### config.mk
export PLATFORM = sky130hd
export DESIGN_NAME = fetch_unit
export DESIGN_NICKNAME = d
export VERILOG_FILES = /design/src/rtl/fetch_unit.sv
export SDC_FILE = /design/constraint.sdc
export NUM_CORES = 1
export LEC_CHECK = 0
export CORE_MARGIN = 5
export CORE_UTILIZATION = 45
export DETAILED_ROUTE_END_ITERATION = 8
export PLACE_DENSITY = 0.92
export SKIP_CTS_REPAIR_TIMING = 1
export SLEW_MARGIN = 0
export SYNTH_ARGS = -nofsm -noshare
export SYNTH_HDL_FRONTEND = slang
export SYNTH_SLANG_ARGS = --single-unit
### constraint.sdc
create_clock -name clk -period 2.36 [get_ports clk]
set_input_delay 0.472 -clock clk [delete_from_list [all_inputs] [get_ports clk]]
set_output_delay 0.472 -clock clk [all_outputs]
set_load 0.01 [all_outputs]
### src/rtl/fetch_unit.sv
// Instruction-fetch front end: holds the PC, issues one-outstanding-request fetches
// to instruction memory and hands instructions to decode, squashing stale fetches on redirect.
module fetch_unit #(
    parameter logic [31:0] RESET_PC = 32'h0000_0000,
    parameter logic [31:0] NOP_INST = 32'h0000_0013
) (
    input  logic        clk,
    input  logic        rst_n,
    input  logic        redirect,
    input  logic [31:0] redirect_pc,
    output logic        imem_req,
    output logic [31:0] imem_addr,
    input  logic        imem_gnt,
    input  logic        imem_rvalid,
    input  logic [31:0] imem_rdata,
    output logic        inst_valid,
    output logic [31:0] inst,
    output logic [31:0] inst_pc,
    input  logic        id_ready,
    output logic        misalign_err
);

    typedef enum logic [1:0] {
        IDLE,
        REQ,
        WAIT,
        HOLD
    } state_t;

    state_t      state;
    state_t      state_next;
    logic [31:0] pc;
    logic [31:0] pc_next;
    logic        drop;
    logic        drop_next;
    logic [31:0] inst_next;
    logic [31:0] inst_pc_next;
    logic        misalign_next;
    logic [31:0] target;

    // Redirect targets are always word-aligned; a misaligned request is reported, not honoured.
    assign target = {redirect_pc[31:2], 2'b00};

    assign imem_req   = (state == REQ);
    assign inst_valid = (state == HOLD);
    assign imem_addr  = pc;

    always_comb begin
        // NOTE: every signal gets a default first so no path through the case infers a latch.
        state_next    = state;
        pc_next       = pc;
        drop_next     = drop;
        inst_next     = inst;
        inst_pc_next  = inst_pc;
        misalign_next = redirect && (redirect_pc[1:0] != 2'b00);

        case (state)
            IDLE: begin
                state_next = REQ;
                if (redirect) begin
                    pc_next = target;
                end
            end

            REQ: begin
                if (redirect) begin
                    pc_next = target;
                    if (imem_gnt) begin
                        // The old-pc request is already in flight; its data must be discarded.
                        drop_next  = 1'b1;
                        state_next = WAIT;
                    end
                end else if (imem_gnt) begin
                    state_next = WAIT;
                end
            end

            WAIT: begin
                if (redirect) begin
                    pc_next = target;
                    if (imem_rvalid) begin
                        drop_next  = 1'b0;
                        state_next = REQ;
                    end else begin
                        drop_next = 1'b1;
                    end
                end else if (imem_rvalid) begin
                    if (drop) begin
                        drop_next  = 1'b0;
                        state_next = REQ;
                    end else begin
                        inst_next    = imem_rdata;
                        inst_pc_next = pc;
                        pc_next      = pc + 32'd4;
                        state_next   = HOLD;
                    end
                end
            end

            HOLD: begin
                if (redirect) begin
                    inst_next  = NOP_INST;
                    pc_next    = target;
                    state_next = REQ;
                end else if (id_ready) begin
                    state_next = REQ;
                end
            end

            default: begin
                state_next = IDLE;
            end
        endcase
    end

    // NOTE: sequential state uses non-blocking assignments so all registers update together.
    always_ff @(posedge clk) begin
        if (!rst_n) begin
            state        <= IDLE;
            pc           <= RESET_PC;
            drop         <= 1'b0;
            inst         <= NOP_INST;
            inst_pc      <= 32'h0000_0000;
            misalign_err <= 1'b0;
        end else begin
            state        <= state_next;
            pc           <= pc_next;
            drop         <= drop_next;
            inst         <= inst_next;
            inst_pc      <= inst_pc_next;
            misalign_err <= misalign_next;
        end
    end

endmodule

==> flow_summary.yaml <==
outcome:
  outcome: "finished, final reports clean"
timing:
  grt_setup_unrepaired: "no"
  fmax_mhz: 474
  hold_ws_ns: 0.458
  hold_viol: 0
  period_minus_slack_ns: 2.11
  tns_ns: 0
  final.setup_skew_ns: 0.00678
  drv_slew: 0
  fin_crit_sh_pct: 89.4
  setup_violations: 0
grt:
  antenna_found_initial: 0
  grt_pass1_vias: 5026
  grt_pass1_wl_um: 24900
  grt_max_degree: 69
  grt_usage_pct: 24.2
  gr-total-overflow: 0
clocking:
  numCtsBuffers: 9
  htreeDepth: 3
  cts.clk_slew.worst_paths_ns: 0.09
  cts_root_buffer: "clkbuf_8"
  clock_latency_ns: 0.36
  clockBufferDepth: 2
  cts_tree: "built"
  cts.sinks: 96
place:
  dpl.hpwl_um: 11400
  placed_area_um2: 6560
  dp.cells: 881
  port_buffers: 164
  gp_congestion: 0.935
logic_synthesis:
  syn_area_um2: 4630
  synth_top_family_by_area: "simple AND/OR/NAND/NOR gates"
  ys_seq_elements: 96
  ys_seq_area_share_pct: 41.5
  synth_compound_area_share_pct: 18.6
  synth_xor_area_share_pct: 0.568
  ys_warn_count: 0
  ys.flop_type: "dfxtp_1"
  synthMuxAreaShare_pct: 0.919
  synthCells: 594
  synth_edf_count: 0
  ys_types: 63
  synth-simple-area-share_pct: 31.4
  postSynthAreaPerCell_um2: 7.79
  synth_fa_ha_area_share_pct: 1.08
  synthArstFlopShare_pct: 0
drt:
  vias: 5088
  wl_per_cell_um: 17.1
  drc_errors: 0
  dr.pass1.iters: 5
  drtIter0Drc: 317
  routed_wl_um: 15400
  ant_nets: 0
  vias_per_cell: 5.67
critical_path:
  crit_fanout: 8
  critPathArrivalTime_ns: 2.37
  path_buf_inv: 0
  slowest_stage: "and4_1"
  cp-end-kind: "flop"
  cp-start-kind: "flop"
  max_stage_delay_ns: 0.40
  cp_top_family: "simple AND/OR/NAND/NOR gates"
  critical_path_class: "reg -> reg"
  required_ns: 2.62
  path_cells: "ha_1, and4_1, nand4_2, nor4_1, mux2_2"
finish:
  num-nets-final: 830
  drive_gt1_share_pct: 8.80
  n_antenna_cell: 0
  stdcell_count: 897
  area_delta_synth_final_pct: 45.2
  stdcell_area_um2: 6720
power_and_ir_drop:
  ir_worst_vdd_uv: 279
  clock_power_share_pct: 30.0
  p_comb_share_pct: 16.1
  p_leak_nw: 2.37
  internal-power_w: 0.00236
  p_switching_w: 0.000858
  p_per_area_nw_per_um2: 479
  switching_share_pct: 26.6
  p_total_w: 0.00322
  p_seq_share_pct: 53.9
die:
  pin_count: 169
  rows: 37
  dieHeight_um: 111
  core_area_um2: 10200
  die_area_um2: 12400
  start_util_pct: 45.5
  die_w_um: 111
flow_run:
  drv.max_cap_violation_count: 0
hold_path:
  hold_class: "reg -> reg"
-- layout by cell type (no fill, tap or decap), drive strengths merged, types with 4 or more instances in the layout --
cell type and count:
a21o 4, a21oi 78, a31oi 10, and2 8, and3 8, and4 8
buf 39, clkbuf 12, clkdlybuf4s50 164, clkinv 4, conb 4, dfxtp 96
ha 4, inv 9, nand2 91, nand3 17, nand4 16, nor2 51
nor2b 4, nor3 13, nor3b 30, nor4 5, o21ai 19, o22ai 5
o31ai 5, or3 5, or4 8
-- layout make-up --
class / count / area [um2]
clock inverter: 4 / 20.0
timing repair buffer: 203 / 1950
inverter: 9 / 33.8
clock buffer: 12 / 145
sequential: 96 / 1920
fill: 857 / 3460
tap: 136 / 170
multi-input combinational: 437 / 2480
-- cell usage after synthesis (2+ instances only) --
master | instances | area share (%)
buf_1 | 5 | 0.41
nand4_1 | 14 | 1.9
buf_2 | 9 | 0.97
o211ai_1 | 3 | 0.49
and3_1 | 8 | 1.1
a21o_1 | 4 | 0.65
or3_1 | 4 | 0.54
nor2_1 | 51 | 4.1
a21oi_1 | 78 | 8.4
nor3_1 | 13 | 1.4
mux2i_1 | 2 | 0.43
and2_1 | 8 | 1.1
nand2_1 | 91 | 7.4
clkbuf_1 | 36 | 2.9
o21ai_0 | 19 | 2.1
nand3b_1 | 3 | 0.49
nor3b_1 | 30 | 4.9
nand3_1 | 17 | 1.8
inv_1 | 8 | 0.65
a311oi_1 | 3 | 0.57
a22oi_1 | 3 | 0.49
ha_1 | 4 | 1.1
buf_4 | 4 | 0.65
o31a_1 | 2 | 0.38
nor2b_1 | 4 | 0.54
a32oi_1 | 2 | 0.38
o31ai_1 | 5 | 0.81
dfxtp_1 | 96 | 42
o22ai_1 | 5 | 0.68
a211oi_1 | 3 | 0.49
and4_1 | 7 | 1.3
mux2_2 | 2 | 0.49
nor4_1 | 5 | 0.68
a31oi_1 | 10 | 1.4
or4_1 | 7 | 1.1
xnor2_1 | 2 | 0.38
-- routing by layer --
| layer | share of wire (%) | track usage [%] | vias to the layer above |
|---|---|---|---|
| li1 | - | - | 2435 |
| met1 | 39 | 27.6 | 2383 |
| met2 | 49 | 42.3 | 248 |
| met3 | 10 | 9.29 | 22 |
| met4 | 1.6 | 7.30 | 0 |
| met5 | 0 | 0 | - |
-- worst register-to-register path: cells and delay by family (launching register included) --
family,cells,cell delay (ns)
flops,1,0.34
mux,1,0.37
fa+ha+maj,1,0.20
simple gates,3,1.09
-- cells by family after synthesis --
| family | after synthesis |
|---|---|
| compound gates | 146 |
| xor+xnor | 3 |
| fa+ha+maj | 4 |
| buf+inv | 64 |
| flops | 96 |
| mux | 4 |
| other cells | 1 |
| simple gates | 276 |
-- power by group through the flow --
stage / registers (W) / clock network, W / logic (W)
6_report: 0.00174 / 0.000966 / 0.000517
5_1_grt: 0.00174 / 0.00106 / 0.000558
4_1_cts: 0.00173 / 0.000986 / 0.000517
3_5_place_dp: 0.00177 / 0 / 0.000514
3_3_place_gp: 0.00177 / 0 / 0.000503
2_1_floorplan: 0.00177 / 0 / 0.000205
-- registers in the layout, indices dropped and copies added, names as in the netlist --
signal,flops
imem_addr,30
drop,1
inst_pc,30
inst,32
state,2
misalign_err,1
-- path summary, 6_finish.rpt --
path | from | end | slack [ns] | cells past startpoint
worst max-delay path | imem_addr[2] | imem_addr[20] | 0.25 | 5
worst min-delay path | inst_pc[6] | inst_pc[6] | 0.46 | 2
worst min register to register | inst_pc[6] | inst_pc[6] | 0.46 | 2
worst max register to register | imem_addr[2] | imem_addr[20] | 0.25 | 5
-- per-stage QoR --
stage,setup slack [ns],utilization [%]
floorplan,0.403,-
global placement,0.140,64.4
detailed placement,0.0537,64.4
CTS,0.259,66.0
global route,0.110,66.0
finish,0.250,66.0
(Power assumes the default switching activity.)
